### src/rtl/bus_arbiter.sv
// Serial bus arbiter: grants the bus to initiator 1, initiator 2 or the split target.
// Tracks one outstanding split transaction and bounds every tenure with a watchdog.
module bus_arbiter #(
    parameter int TIMEOUT = 64,
    parameter bit RR_EN   = 1'b1
) (
    input  logic       clk,
    input  logic       rst_n,
    input  logic       init1_req,
    input  logic       init2_req,
    input  logic       split_req,
    input  logic       split_ack_in,
    input  logic       txn_done,
    output logic       init1_grant,
    output logic       init2_grant,
    output logic       split_grant,
    output logic [1:0] owner,
    output logic       split_pending,
    output logic [1:0] split_owner,
    output logic       timeout,
    output logic       protocol_err
);

    // State codes double as the owner mux select.
    localparam logic [1:0] IDLE  = 2'b00;
    localparam logic [1:0] OWN1  = 2'b01;
    localparam logic [1:0] OWN2  = 2'b10;
    localparam logic [1:0] SPLIT = 2'b11;

    localparam int WD_W = (TIMEOUT > 0) ? $clog2(TIMEOUT + 1) : 1;
    localparam logic [WD_W-1:0] WD_LIMIT = (TIMEOUT > 0) ? WD_W'(TIMEOUT - 1) : '0;

    logic [1:0]      state_reg, state_next;
    logic            split_pending_reg, split_pending_next;
    logic [1:0]      split_owner_reg, split_owner_next;
    logic            last2_reg, last2_next;
    logic            timeout_reg, timeout_next;
    logic            protocol_err_reg, protocol_err_next;
    logic [2:0]      grant_reg, grant_next;
    logic [WD_W-1:0] wd_reg;
    logic [1:0]      req_vec, elig;
    logic            wd_expire, owner_req;

    assign req_vec = {init2_req, init1_req};

    // An initiator waiting on its own split data must not re-enter arbitration.
    genvar gi;
    generate
        for (gi = 0; gi < 2; gi++) begin : g_elig
            assign elig[gi] = req_vec[gi] &&
                              !(split_pending_reg && (split_owner_reg == 2'(gi + 1)));
        end
        for (gi = 0; gi < 3; gi++) begin : g_grant
            assign grant_next[gi] = (state_next == 2'(gi + 1));
        end
    endgenerate

    assign wd_expire = (TIMEOUT > 0) && (wd_reg == WD_LIMIT);
    assign owner_req = (state_reg == OWN1) ? init1_req : init2_req;

    always_comb begin
        state_next         = state_reg;
        split_pending_next = split_pending_reg;
        split_owner_next   = split_owner_reg;
        last2_next         = last2_reg;
        timeout_next       = 1'b0;
        protocol_err_next  = 1'b0;
        case (state_reg)
            IDLE: begin
                if (split_req && split_pending_reg) begin
                    state_next = SPLIT;
                end else begin
                    if (split_req) begin
                        protocol_err_next = 1'b1;
                    end
                    if (elig == 2'b11) begin
                        state_next = (RR_EN && !last2_reg) ? OWN2 : OWN1;
                    end else if (elig[0]) begin
                        state_next = OWN1;
                    end else if (elig[1]) begin
                        state_next = OWN2;
                    end
                    if (state_next == OWN1) begin
                        last2_next = 1'b0;
                    end else if (state_next == OWN2) begin
                        last2_next = 1'b1;
                    end
                end
            end
            OWN1, OWN2: begin
                if (split_ack_in) begin
                    // A second split while one is outstanding is dropped.
                    if (split_pending_reg) begin
                        protocol_err_next = 1'b1;
                    end else begin
                        split_pending_next = 1'b1;
                        split_owner_next   = state_reg;
                    end
                    state_next = IDLE;
                end else if (txn_done || !owner_req) begin
                    state_next = IDLE;
                end else if (wd_expire) begin
                    timeout_next = 1'b1;
                    state_next   = IDLE;
                end
            end
            default: begin
                if (txn_done || wd_expire) begin
                    timeout_next       = !txn_done;
                    split_pending_next = 1'b0;
                    split_owner_next   = 2'b00;
                    state_next         = IDLE;
                end
            end
        endcase
    end

    always_ff @(posedge clk) begin
        if (!rst_n) begin
            state_reg         <= IDLE;
            split_pending_reg <= 1'b0;
            split_owner_reg   <= 2'b00;
            last2_reg         <= 1'b1;
            timeout_reg       <= 1'b0;
            protocol_err_reg  <= 1'b0;
            grant_reg         <= 3'b000;
            wd_reg            <= '0;
        end else begin
            state_reg         <= state_next;
            split_pending_reg <= split_pending_next;
            split_owner_reg   <= split_owner_next;
            last2_reg         <= last2_next;
            timeout_reg       <= timeout_next;
            protocol_err_reg  <= protocol_err_next;
            grant_reg         <= grant_next;
            // Tenures are always separated by an IDLE cycle, which clears the count.
            if (state_reg == IDLE) begin
                wd_reg <= '0;
            end else if (wd_reg != '1) begin
                wd_reg <= wd_reg + 1'b1;
            end
        end
    end

    assign init1_grant   = grant_reg[0];
    assign init2_grant   = grant_reg[1];
    assign split_grant   = grant_reg[2];
    assign owner         = state_reg;
    assign split_pending = split_pending_reg;
    assign split_owner   = split_owner_reg;
    assign timeout       = timeout_reg;
    assign protocol_err  = protocol_err_reg;

endmodule
### config.mk
export PLATFORM = sky130hd
export DESIGN_NAME = bus_arbiter
export DESIGN_NICKNAME = d
export VERILOG_FILES = /design/src/rtl/bus_arbiter.sv
export SDC_FILE = /design/constraint.sdc
export NUM_CORES = 1
export LEC_CHECK = 0
export CAP_MARGIN = 15
export CORE_MARGIN = 3
export CORE_UTILIZATION = 37
export CTS_CLUSTER_SIZE = 16
export DETAILED_ROUTE_END_ITERATION = 8
export DONT_BUFFER_PORTS = 1
export GPL_TIMING_DRIVEN = 0
export PLACE_DENSITY = 0.49
export SLEW_MARGIN = 25
export SYNTH_ARGS = -nofsm -noshare
export SYNTH_HDL_FRONTEND = slang
export SYNTH_SLANG_ARGS = --single-unit
### constraint.sdc
create_clock -name clk -period 4.2 [get_ports clk]
set_input_delay 0.84 -clock clk [delete_from_list [all_inputs] [get_ports clk]]
set_output_delay 0.84 -clock clk [all_outputs]
set_load 0.01 [all_outputs]
Word level (Yosys, flattened, before mapping). Index checks and enable logic that the tools add are counted.

Flip-flop bits (word level): 18. Bits in latches: 0. Bits in writable memories: 0. Memory bits (read-only): 0. Input bits: 7. Output and inout bits: 10. Word-level logic and storage cells: 77. Memories kept: 0.

Add/sub/neg operators: 1. Multipliers: 0. Divide/modulo/power cells: 0. $lt $le $gt $ge: 0. Equality and inequality tests: 14. Shift operators: 0. Muxes and demuxes: 32. Bitwise operators: 3. Reduce and logical (&&, ||, !) cells: 19.

Operators by type and width (number): two-way mux 2 bit (14); two-way mux 1 bit (13); == test 2 bit (second input constant) (6); == test 2 x 1 -> 1 bit (second input constant) (4); case mux 2 bit (2 select lines) (2); adder 7 x 1 -> 7 bit (second input constant) (1); == test 7 x 6 -> 1 bit (second input constant) (1); != test 7 bit (second input constant) (1); case mux 1 bit (2 select lines) (3); AND reduction 3 bit (2); logical AND 1 bit (5); logical NOT 1 bit (4); != test 2 bit (second input constant) (2); AND reduction 4 bit (1); nonzero test 2 bit (2); OR reduction 2 bit (2); NOT 1 bit (3); logical NOT 2 bit (1); logical OR 1 bit (2).

Longest topological paths before layout. Gate-level depths: netlist of the first run.

Depth after elaboration: 12. Gate-level depth with buffers: 8. Depth with buffers taken out: 7.

Worst setup path after synthesis of the first run. No wires, ideal clock.

Kind: input -> register. Start point: input init2_req. End point: register last2_reg. Library setup time: 0.135 ns. Arrival: 1.738 ns. Data required time: 4.065 ns. Setup slack: 2.327 ns. Stages on the path: 7. Path buffers: 0. Cell sequence: nand2_1 -> a31oi_1 -> a211oi_1 -> ha_1 -> nand3b_1 -> nand2_1 -> o211ai_1.

Longest elaborated chain between the ends: 9. Elaborated cells on any way between the ends: 12. Classes of those cells: 3 x eq/ne; 6 x mux; 3 x reduce/logical.

Ends and longest elaborated chain: start: declaration (line 10) `input logic init2_req,`; logical AND 1 bit * (line 50) `assign elig[gi] = req_vec[gi] &&`; two-way mux 2 bit (line 80) `end else if (elig[1]) begin`; two-way mux 2 bit (line 78) `end else if (elig[0]) begin`; two-way mux 2 bit * (line 76) `if (elig == 2'b11) begin`; two-way mux 2 bit * (line 70) `if (split_req && split_pending_reg) begin`; two-way mux 2 bit * (line 68) `case (state_reg)`; == test 2 x 1 -> 1 bit / == test 2 bit (equally long branches) (line 83, 85); nonzero test 2 bit (no line); AND reduction 3 bit (no line); end signal: assignment (line 132) `last2_reg <= last2_next;`; end: declaration (line 36) `logic last2_reg, last2_next;`.

Every way passes the cells marked *; elsewhere a longest branch is shown, timed or not. The select of a mux whose other input is x is not followed. A chain may end at the register's enable or synchronous reset.

Worst setup path after layout of the first run.
Start point: register state_reg[1] (netlist: owner[1]). End point: register grant_reg[2].

Longest elaborated chain between the ends: 8. Elaborated cells on any way between the ends: 19. Classes of those cells: 3 x eq/ne; 12 x mux; 4 x reduce/logical.

Ends and longest elaborated chain: start: declaration (line 33) `logic [1:0] state_reg, state_next;`; start signal: assignment (line 129) `state_reg <= state_next;`; two-way mux 2 bit / == test 2 x 1 -> 1 bit (equally long branches) (line 80, 59, 68); two-way mux 2 bit / two-way mux 1 bit (equally long branches) (line 78, 59); two-way mux 2 bit / logical NOT 1 bit (equally long branches) (line 76, 100); two-way mux 2 bit / logical OR 1 bit (equally long branches) (line 70, 100); two-way mux 2 bit, on equally long branches (line 68, 100); two-way mux 2 bit, on equally long branches (line 70, 91); case mux 2 bit (2 select lines) * (line 68); == test 2 bit * (line 54) `assign grant_next[gi] = (state_next == 2'(gi + 1));`; end signal: assignment (line 135) `grant_reg <= grant_next;`; end: declaration (line 39) `logic [2:0] grant_reg, grant_next;`.

Marked as above.

==> results_tabular.tex, run 1 <==
\begin{tabular}{lr}
\hline
Metric & Value \\
\hline
\multicolumn{2}{l}{\textbf{STA}} \\
Max-slew violation count & 0 \\
Final total negative setup slack & 0 ps \\
Final Critical Period & 2105 ps \\
Least-Margin Pin Slew & 390.7 ps \\
Worst hold slack after final layout & 513.4 ps \\
Unrepaired setup endpoints after global routing & no \\
Slew HR & 0.7395 \\
Total count of hold-check failures in the final report & 0 \\
Fin crit share & 0.5013 \\
Final Setup Violations & 0 \\
Highest clock rate & 0.4750 GHz \\
Largest clock skew in the final design & 8.226 ps \\
\multicolumn{2}{l}{\textbf{Yosys}} \\
Post-synth top area share & 0.3673 \\
Nets in the synthesized netlist & 117 \\
Gate Count Post-Synth & 103 \\
Yosys cell types & 41 \\
Post-synth top area cell & sky130\_fd\_sc\_hd\_\_dfxtp\_1 \\
Synthesis-stage register bit count & 18 \\
Register area share after synthesis & 0.3673 \\
Ys Warns & 0 \\
Netlist area before placement & 980.9 sq um \\
Mean Syn Cell Area & 9.524 sq um \\
Top area cells in the synthesized netlist & sky130\_fd\_sc\_hd\_\_dfxtp\_1 37\%, sky130\_fd\_sc\_hd\_\_ha\_1 8.9\%, sky130\_fd\_sc\_hd\_\_nor2\_1 3.4\% \\
\multicolumn{2}{l}{\textbf{Layout}} \\
Layout cell share with drive strength beyond 1 & 0.1589 \\
Total non-filler cell area in the finished layout & 1055 sq um \\
Inserted Diodes & 0 \\
Growth of design area from synthesis to finish & 7.525\% \\
Most common cell after layout, fill and taps aside & sky130\_fd\_sc\_hd\_\_dfxtp\_1 \\
Flip-flop count of the largest register after layout & 7 \\
Top library cells by usage in the layout, fill and taps aside & 18 x sky130\_fd\_sc\_hd\_\_dfxtp\_1, 9 x sky130\_fd\_sc\_hd\_\_nor2\_1, 7 x sky130\_fd\_sc\_hd\_\_nand2\_1, 7 x sky130\_fd\_sc\_hd\_\_ha\_1, 5 x sky130\_fd\_sc\_hd\_\_nor2b\_1 \\
Final core area utilization & 0.4219 \\
Count of placed standard cells in the final layout, fillers left out & 137 \\
Number of nets in the layout & 122 \\
\multicolumn{2}{l}{\textbf{Placed design}} \\
Inst Count DP & 133 \\
DPL Wire Length & 1476 um \\
Cell area after placement & 1018 sq um \\
Routability congestion estimate & 0.7229 \\
Count of input and output buffers & 0 \\
\multicolumn{2}{l}{\textbf{Clock network}} \\
TritonCTS clock tree & built \\
\# hold bufs at CTS & 0 \\
Clock slew at the register clock pins of the worst setup and hold paths & 110 ps \\
Post-CTS repair timing setup buffer count & 0 \\
H-tree depth & 1 \\
Clock latency on the worst-skew pair & 290 ps \\
Number of buffers inserted during clock tree synthesis & 3 \\
Bufs on Longest Clock Path & 2 \\
Clock Tree Root & sky130\_fd\_sc\_hd\_\_clkbuf\_4 \\
Post\_cts resized & 0 \\
CTS Sinks & 18 \\
\multicolumn{2}{l}{\textbf{GRT}} \\
Vias in the first global route & 728 \\
Number of antenna violations at the first check in global routing & 0 \\
Residual overflow from global routing & 0 \\
Largest net degree at the start of global routing & 11 \\
Wire length of the first global-routing pass & 3346 um \\
Global routing usage summed across all routing layers & 0.1292 \\
\multicolumn{2}{l}{\textbf{Hold path}} \\
Number of stages on the worst hold path & 2 \\
Worst hold path class & register to register \\
Endpoint of the worst hold-timing path & wd\_reg[6]\$\_SDFFE\_PP0P\_ \\
Launch instance of the worst min-delay path & wd\_reg[6]\$\_SDFFE\_PP0P\_ \\
\multicolumn{2}{l}{\textbf{Detailed routing}} \\
Iteration-0 DRC count of the detailed router & 21 \\
Routed wire length & 1903 um \\
Wire length per cell after detailed routing & 13.89 um \\
Number of iterations in the first detailed-routing pass & 2 \\
Vias per Instance & 5.387 \\
Via count of the routed design & 738 \\
Number of nets with antenna violations after routing & 0 \\
Number of remaining DRC errors & 0 \\
\multicolumn{2}{l}{\textbf{Die}} \\
Placeable core area & 2500 sq um \\
Total number of placement rows & 18 \\
Y dimension of the die & 57.49 um \\
Number of top-level pins & 17 \\
Initial cell density of the core & 0.3924 \\
Die area & 3305 sq um \\
Horizontal die dimension & 57.49 um \\
\multicolumn{2}{l}{\textbf{Power}} \\
Sw frac & 0.2907 \\
Int Pwr & 271.6 uW \\
Comb power frac & 0.204 \\
Total net switching power & 111.3 uW \\
Static leakage & 0.0004224 uW \\
Worst ir drop on vdd & 0.2271 mV \\
Sequential Power Share & 0.516 \\
Power share of the clock group & 0.280 \\
Pwr/cell area & 363.0 nW/um\^{}2 \\
\multicolumn{2}{l}{\textbf{Critical path}} \\
Crit-path leading delay family & flip-flops \\
CP Class & register to register \\
End of the worst register-to-register path & grant\_reg[2]\$\_SDFF\_PN0\_ \\
Slack of the worst reg-to-reg path & 2090 ps \\
Critical path data arrival time & 2300 ps \\
Reg2reg path depth & 7 \\
R2R Path Start & owner[1]\$\_SDFF\_PN0\_ \\
Largest stage delay on the critical path & 510 ps \\
Cells along the critical path & inv\_1, ha\_1, nor3b\_2, a21oi\_2, nor2\_2, a32oi\_2, and3b\_1 \\
Critical path required time & 4400 ps \\
Crit path launch type & register \\
Max Fanout on Critical Path & 5 \\
Crit path buffers/inverters & 1 \\
Kind of capture point of the worst setup path & register \\
Max stage delay cell, worst path & sky130\_fd\_sc\_hd\_\_dfxtp\_1 \\
\multicolumn{2}{l}{\textbf{Flow run}} \\
Max\_cap viols & 0 \\
\multicolumn{2}{l}{\textbf{Outcome}} \\
Outcome & completed \\
\hline
\end{tabular}
## layout make-up
class | instances | area, sq um
well taps | 30 | 37.54
plain buffers | 2 | 11.26
fillers | 272 | 1445
inverters | 2 | 7.507
flip-flops and latches | 18 | 360.3
clock buffers | 4 | 36.28
multi-input cells | 81 | 601.8
## worst max path at each step
| stage | from | end | cells past startpoint |
|---|---|---|---|
| 4_1_cts | owner[1]$_SDFF_PN0_ | grant_reg[2]$_SDFF_PN0_ | 7 |
| 5_1_grt | owner[1]$_SDFF_PN0_ | grant_reg[2]$_SDFF_PN0_ | 7 |
| 3_3_place_gp | owner[1]$_SDFF_PN0_ | grant_reg[2]$_SDFF_PN0_ | 7 |
| 6_report | owner[1]$_SDFF_PN0_ | grant_reg[2]$_SDFF_PN0_ | 7 |
| 3_5_place_dp | owner[1]$_SDFF_PN0_ | grant_reg[2]$_SDFF_PN0_ | 7 |
| 2_1_floorplan | init2_req | last2_reg$_SDFFE_PN1P_ | 7 |
## per-stage QoR
stage | power [uW] | setup WS, ps
2_1_floorplan | 263.4 | 2327
3_3_place_gp | 278.7 | 2151
3_5_place_dp | 279.8 | 2110
4_1_cts | 387.9 | 2079
5_1_grt | 408.0 | 1957
6_report | 382.9 | 2095
## synth_stat cells, drive strengths merged
cell,number
a21boi,1
a32oi,1
a22oi,1
nand3,3
mux2i,3
a31oi,3
nand3b,3
nor3b,3
o31ai,2
and2,1
ha,7
nor2b,5
nand2b,3
and3,2
buf,1
clkbuf,1
nand2,7
o21bai,1
a21o,1
and4,1
mux2,1
nor2,10
dfxtp,18
o21ai,4
nand4,2
a21oi,5
a211oi,2
xnor2,1
and2b,2
xor2,3
inv,2
o211ai,1
and3b,2
## tightest hold or removal path, stage by stage, from the launching register on
cell	delay [ps]
sky130_fd_sc_hd__dfxtp_1	370
sky130_fd_sc_hd__a21oi_1	50
sky130_fd_sc_hd__nor2_1	70
## kinds of logic after synthesis
family / Yosys count / share of synthesized area
and+or+nand+nor: 44 / 0.2730
AOI/OAI and AO/OA: 22 / 0.1735
DFF: 18 / 0.3674
adders and majority gates: 7 / 0.08928
xor gates and xnor gates: 4 / 0.03572
buffers and inverters: 4 / 0.01913
muxes: 4 / 0.04209
## power by group through the flow
stage	clock network (uW)	logic (uW)	registers (uW)
after global placement	0	77.2	202
after global routing	119	89.6	200
after detailed placement	0	78.1	202
after floorplan	0	65.5	198
final	107	78.0	198
after CTS	111	78.7	198
## routing by layer
layer | up-vias | global-route usage | part of all wire
met1 | 346 | 0.1710 | 0.50
met2 | 11 | 0.2000 | 0.44
met5 | - | 0 | 0
met4 | 0 | 0.04967 | 0.010
met3 | 2 | 0.03394 | 0.046
li1 | 379 | - | -
Note: power is estimated with default switching activity, not from simulation.
==> run 2: changes to the inputs <==
==> constraint.sdc (replaced) <==
create_clock -name clk -period 2.1 [get_ports clk]
set_input_delay 0.42 -clock clk [delete_from_list [all_inputs] [get_ports clk]]
set_output_delay 0.42 -clock clk [all_outputs]
set_load 0.01 [all_outputs]
==> results_tabular.tex, run 2 (same netlist as run 1, synthesis figures left out) <==
\begin{tabular}{lr}
\hline
Metric & Value \\
\hline
\multicolumn{2}{l}{\textbf{Layout}} \\
Filler Cells Inserted & 268 \\
Top library cells by usage in the layout, fill and taps aside & 16 x sky130\_fd\_sc\_hd\_\_dfxtp\_1, 9 x sky130\_fd\_sc\_hd\_\_nor2\_1, 7 x sky130\_fd\_sc\_hd\_\_nand2\_1, 7 x sky130\_fd\_sc\_hd\_\_ha\_1, 5 x sky130\_fd\_sc\_hd\_\_nor2b\_1 \\
Layout cell share with drive strength beyond 1 & 0.1927 \\
Inserted Diodes & 0 \\
Flip-flop count of the largest register after layout & 7 \\
Most common cell after layout, fill and taps aside & sky130\_fd\_sc\_hd\_\_dfxtp\_1 \\
Final core area utilization & 0.4289 \\
Number of nets in the layout & 124 \\
Total non-filler cell area in the finished layout & 1072 sq um \\
Growth of design area from synthesis to finish & 9.311\% \\
\multicolumn{2}{l}{\textbf{Detailed routing}} \\
Number of nets with antenna violations after routing & 0 \\
Routed wire length & 1927 um \\
Number of remaining DRC errors & 0 \\
Via count of the routed design & 745 \\
Iteration-0 DRC count of the detailed router & 16 \\
Vias per Instance & 5.360 \\
Number of iterations in the first detailed-routing pass & 2 \\
Wire length per cell after detailed routing & 13.86 um \\
\multicolumn{2}{l}{\textbf{STA}} \\
Least-Margin Pin Slew & 393.1 ps \\
Final Setup Violations & 0 \\
Total count of hold-check failures in the final report & 0 \\
Highest clock rate & 0.5078 GHz \\
Final Critical Period & 1969 ps \\
Unrepaired setup endpoints after global routing & no \\
Final total negative setup slack & 0 ps \\
Max-slew violation count & 0 \\
Largest clock skew in the final design & 8.226 ps \\
Fin crit share & 0.9378 \\
Slew HR & 0.7379 \\
\multicolumn{2}{l}{\textbf{Power}} \\
Worst ir drop on vdd & 0.4569 mV \\
Pwr/cell area & 725.3 nW/um\^{}2 \\
Static leakage & 0.0004321 uW \\
\multicolumn{2}{l}{\textbf{Die}} \\
Placeable core area & 2500 sq um \\
Y dimension of the die & 57.49 um \\
Horizontal die dimension & 57.49 um \\
Die area & 3305 sq um \\
Total number of placement rows & 18 \\
Number of top-level pins & 17 \\
Initial cell density of the core & 0.3924 \\
\multicolumn{2}{l}{\textbf{Hold path}} \\
Worst hold path class & primary input to register \\
\multicolumn{2}{l}{\textbf{Clock network}} \\
Clock slew at the register clock pins of the worst setup and hold paths & 110 ps \\
TritonCTS clock tree & built \\
Clock Tree Root & sky130\_fd\_sc\_hd\_\_clkbuf\_4 \\
Bufs on Longest Clock Path & 2 \\
Number of buffers inserted during clock tree synthesis & 3 \\
Clock latency on the worst-skew pair & 290 ps \\
H-tree depth & 1 \\
CTS Sinks & 18 \\
\multicolumn{2}{l}{\textbf{GRT}} \\
Number of antenna violations at the first check in global routing & 0 \\
Wire length of the first global-routing pass & 3346 um \\
Largest net degree at the start of global routing & 11 \\
Vias in the first global route & 728 \\
Global routing usage summed across all routing layers & 0.1292 \\
Residual overflow from global routing & 0 \\
\multicolumn{2}{l}{\textbf{Placed design}} \\
Routability congestion estimate & 0.7229 \\
DPL Wire Length & 1476 um \\
Count of input and output buffers & 0 \\
Cell area after placement & 1018 sq um \\
\multicolumn{2}{l}{\textbf{Critical path}} \\
Crit path launch type & register \\
Largest stage delay on the critical path & 440 ps \\
Cells along the critical path & inv\_1, ha\_1, nor3b\_2, a21oi\_2, nor2\_2, a32oi\_2, and3b\_1 \\
Critical path data arrival time & 2170 ps \\
CP Class & register to register \\
Max Fanout on Critical Path & 5 \\
Critical path required time & 2300 ps \\
Max stage delay cell, worst path & sky130\_fd\_sc\_hd\_\_dfxtp\_2 \\
Kind of capture point of the worst setup path & register \\
\multicolumn{2}{l}{\textbf{Outcome}} \\
Outcome & completed \\
\multicolumn{2}{l}{\textbf{Flow run}} \\
Max\_cap viols & 0 \\
\hline
\end{tabular}
## run 2: metal layers
metal  GRT usage  share of wire  wire length, um
met3     0.03394          0.045               87
met5           0              0                0
met2      0.2000           0.44              853
met4     0.04967         0.0099               19
met1      0.1710           0.50              967
## run 2: critical path: cells and delay by family, from the launching register on
kind            cells  cell delay (ps)
buf+inv             1              130
flops               1              440
simple gates        3              480
compound gates      2              460
fa+ha+maj           1              380
## run 2: what timing repair did
item / CTS / global route
pin swaps: 0 / 1
hold buffers: 0 / 0
setup endpoints to repair: 1 / 1
setup buffers: 0 / 2
gates resized for setup: 2 / 0
endpoints found under the hold margin: 0 / 0
## run 2: final timing paths
| path | from | to | slack [ps] | cells after the start |
|---|---|---|---|---|
| hold / removal | rst_n | grant_reg[2]$_SDFF_PN0_ | 290 | 1 |
| hold reg to reg | wd_reg[6]$_SDFFE_PP0P_ | wd_reg[6]$_SDFFE_PP0P_ | 510 | 2 |
| setup reg to reg | owner[1]$_SDFF_PN0_ | grant_reg[2]$_SDFF_PN0_ | 130 | 7 |
| setup / recovery | owner[1]$_SDFF_PN0_ | grant_reg[2]$_SDFF_PN0_ | 130 | 7 |
## run 2: final cells by class
type                       count  area (sq um)  area share
sequential                    18         362.8      0.3384
multi-input combinational     81         601.8      0.5613
clock buffer                   4         36.28     0.03384
buffer                         2         11.26     0.01050
timing repair buffer           2         15.01     0.01400
inverter                       2         7.507    0.007001
tap                           30         37.54     0.03501
## run 2: stage by stage
stage / instances / power, uW / setup WS (ps) / hold slack (ps)
after floorplan: 103 / 526.9 / 281.9 / 452.4
after global placement: 133 / 557.4 / 51.36 / 479.2
after detailed placement: 133 / 559.6 / 10.05 / 490.6
after CTS: 137 / 776.9 / 105.7 / 280.9
after global routing: 139 / 827.7 / 9.539 / 286.2
final: 139 / 777.7 / 130.6 / 289.4
## run 2: where the power goes
group | switching (uW) | leakage [uW] | internal, uW
logic | 85.0 | 0.000264 | 81.4
clock network | 109 | 0.0000210 | 106
registers | 30.9 | 0.000147 | 366
==> run 3: changes to the inputs <==
--- a/config.mk
+++ b/config.mk
@@ -6,12 +6,14 @@
 export NUM_CORES = 1
 export LEC_CHECK = 0
 export CAP_MARGIN = 15
+export CORE_ASPECT_RATIO = 1.75
 export CORE_MARGIN = 3
 export CORE_UTILIZATION = 37
 export CTS_CLUSTER_SIZE = 16
 export DETAILED_ROUTE_END_ITERATION = 8
 export DONT_BUFFER_PORTS = 1
 export GPL_TIMING_DRIVEN = 0
+export HOLD_SLACK_MARGIN = 0.1
 export PLACE_DENSITY = 0.49
 export SLEW_MARGIN = 25
 export SYNTH_ARGS = -nofsm -noshare
==> results_tabular.tex, run 3 (same netlist as run 1, synthesis figures left out) <==
\begin{tabular}{lr}
\hline
Metric & Value \\
\hline
\multicolumn{2}{l}{\textbf{Outcome}} \\
Outcome & completed \\
\multicolumn{2}{l}{\textbf{Flow run}} \\
Max\_cap viols & 0 \\
\multicolumn{2}{l}{\textbf{Power}} \\
Total net switching power & 229.8 uW \\
Power share of the clock group & 0.338 \\
Sequential Power Share & 0.474 \\
Comb power frac & 0.189 \\
Sw frac & 0.2753 \\
Int Pwr & 605.0 uW \\
Static leakage & 0.0004309 uW \\
Worst ir drop on vdd & 0.4235 mV \\
Pwr/cell area & 779.5 nW/um\^{}2 \\
\multicolumn{2}{l}{\textbf{Detailed routing}} \\
Vias per Instance & 5.368 \\
Wire length per cell after detailed routing & 14.74 um \\
Via count of the routed design & 714 \\
Number of remaining DRC errors & 0 \\
Number of nets with antenna violations after routing & 0 \\
Number of iterations in the first detailed-routing pass & 4 \\
Iteration-0 DRC count of the detailed router & 13 \\
Routed wire length & 1960 um \\
\multicolumn{2}{l}{\textbf{Critical path}} \\
Slack of the worst reg-to-reg path & 110 ps \\
Max Fanout on Critical Path & 6 \\
Largest stage delay on the critical path & 420 ps \\
Kind of capture point of the worst setup path & register \\
Reg2reg path depth & 7 \\
Crit path buffers/inverters & 1 \\
Critical path required time & 2240 ps \\
CP Class & register to register \\
Cells along the critical path & inv\_1, ha\_1, nor3b\_2, a21oi\_2, nor2\_2, a32oi\_2, and3b\_1 \\
Crit path launch type & register \\
Crit-path leading delay family & simple AND/OR/NAND/NOR gates \\
Critical path data arrival time & 2130 ps \\
Max stage delay cell, worst path & sky130\_fd\_sc\_hd\_\_dfxtp\_2 \\
R2R Path Start & owner[0]\$\_SDFF\_PN0\_ \\
End of the worst register-to-register path & grant\_reg[2]\$\_SDFF\_PN0\_ \\
\multicolumn{2}{l}{\textbf{STA}} \\
Slew HR & 0.7525 \\
Least-Margin Pin Slew & 371.3 ps \\
Fin crit share & 0.9461 \\
Unrepaired setup endpoints after global routing & no \\
Max-slew violation count & 0 \\
Final Setup Violations & 0 \\
Total count of hold-check failures in the final report & 0 \\
Worst hold slack after final layout & 346.4 ps \\
Final Critical Period & 1987 ps \\
Highest clock rate & 0.5033 GHz \\
Largest clock skew in the final design & 2.106 ps \\
Setup slack of the critical path after layout & 113.2 ps \\
\multicolumn{2}{l}{\textbf{Placed design}} \\
DPL Wire Length & 1563 um \\
Count of input and output buffers & 0 \\
Minimum setup slack after placement & 10.63 ps \\
Inst Count DP & 129 \\
Routability congestion estimate & 0.7936 \\
\multicolumn{2}{l}{\textbf{GRT}} \\
Largest net degree at the start of global routing & 11 \\
Number of antenna violations at the first check in global routing & 0 \\
Global routing usage summed across all routing layers & 0.1321 \\
Residual overflow from global routing & 0 \\
Vias in the first global route & 715 \\
Wire length of the first global-routing pass & 3229 um \\
\multicolumn{2}{l}{\textbf{Hold path}} \\
Number of stages on the worst hold path & 1 \\
Launch instance of the worst min-delay path & rst\_n \\
Endpoint of the worst hold-timing path & grant\_reg[2]\$\_SDFF\_PN0\_ \\
Worst hold path class & primary input to register \\
\multicolumn{2}{l}{\textbf{Layout}} \\
Layout cell share with drive strength beyond 1 & 0.1776 \\
Growth of design area from synthesis to finish & 9.184\% \\
Most common cell after layout, fill and taps aside & sky130\_fd\_sc\_hd\_\_dfxtp\_1 \\
Filler Cells Inserted & 263 \\
Number of nets in the layout & 122 \\
Final core area utilization & 0.4246 \\
Count of placed standard cells in the final layout, fillers left out & 133 \\
Inserted Diodes & 0 \\
Top library cells by usage in the layout, fill and taps aside & 16 x sky130\_fd\_sc\_hd\_\_dfxtp\_1, 9 x sky130\_fd\_sc\_hd\_\_nor2\_1, 7 x sky130\_fd\_sc\_hd\_\_nand2\_1, 7 x sky130\_fd\_sc\_hd\_\_ha\_1, 5 x sky130\_fd\_sc\_hd\_\_nor2b\_1 \\
Flip-flop count of the largest register after layout & 7 \\
\multicolumn{2}{l}{\textbf{Clock network}} \\
Clock slew at the register clock pins of the worst setup and hold paths & 70 ps \\
Number of buffers inserted during clock tree synthesis & 3 \\
Bufs on Longest Clock Path & 2 \\
H-tree depth & 1 \\
Clock latency on the worst-skew pair & 250 ps \\
CTS Sinks & 18 \\
\# hold bufs at CTS & 0 \\
TritonCTS clock tree & built \\
Clock Tree Root & sky130\_fd\_sc\_hd\_\_clkbuf\_8 \\
\multicolumn{2}{l}{\textbf{Die}} \\
Total number of placement rows & 24 \\
Number of top-level pins & 17 \\
Die area & 3329 sq um \\
Y dimension of the die & 74.12 um \\
Placeable core area & 2522 sq um \\
Horizontal die dimension & 44.92 um \\
Initial cell density of the core & 0.3889 \\
\hline
\end{tabular}
[run 3: cell count changes in the layout (fill, tap and decap cells not counted), sizes merged]
cell	previous run	this run
buf	3	1
[run 3: worst max-delay path by stage]
stage                     cells past startpoint                       to  slack (ps)                 from
final                                         7  grant_reg[2]$_SDFF_PN0_         110  owner[0]$_SDFF_PN0_
after global placement                        7  grant_reg[2]$_SDFF_PN0_          -4  owner[0]$_SDFF_PN0_
after CTS                                     7  grant_reg[2]$_SDFF_PN0_          30  owner[1]$_SDFF_PN0_
after detailed placement                      7  grant_reg[2]$_SDFF_PN0_          10  owner[0]$_SDFF_PN0_
after floorplan                               7  grant_reg[2]$_SDFF_PN0_         280  owner[0]$_SDFF_PN0_
after global routing                          7  grant_reg[2]$_SDFF_PN0_          30  owner[0]$_SDFF_PN0_
[run 3: cell type report]
class                           instances  area [sq um]  area share
Inverter                                2         7.507    0.007009
Tap cell                               26         32.53     0.03037
Clock buffer                            4         55.05     0.05140
Sequential cell                        18         362.8      0.3388
Multi-Input combinational cell         81         601.8      0.5619
Buffer                                  2         11.26     0.01051
[run 3: worst register-to-register path: stages (launching register included)]
cell and delay [ps]:
sky130_fd_sc_hd__dfxtp_2 420, sky130_fd_sc_hd__inv_1 110, sky130_fd_sc_hd__ha_1 400, sky130_fd_sc_hd__nor3b_2 200, sky130_fd_sc_hd__a21oi_2 210, sky130_fd_sc_hd__nor2_2 70
sky130_fd_sc_hd__a32oi_2 260, sky130_fd_sc_hd__and3b_1 220
[run 3: through the flow]
stage	cell area, sq um	TNS (ps)	total power [uW]
after floorplan	980.9	0	526.9
after global placement	1013	-3.612	559.6
after detailed placement	1013	0	561.3
after CTS	1070	0	845.7
after global routing	1071	0	886.0
final	1071	0	834.9
[run 3: power groups by stage]
stage                     registers (uW)  logic [uW]  clock network (uW)
after floorplan                      396         131                   0
after global placement               403         156                   0
after detailed placement             404         158                   0
after CTS                            396         159                 291
after global routing                 399         177                 310
final                                396         157                 282
[run 3: what timing repair did]
item,4_1_cts,5_1_grt
buffers inserted,0,0
endpoints found under the setup margin,1,3
pin swaps,0,0
endpoints found under the hold margin,0,0
resized for setup,1,1
[run 3: per-layer routing]
layer	wire, um	GRT usage	up-vias	share of wire
met4	16	0.05863	0	0.0082
met3	82	0.02906	2	0.042
li1	-	-	375	-
met2	1110	0.2429	9	0.57
met1	751	0.1363	328	0.38
met5	0	0	-	0
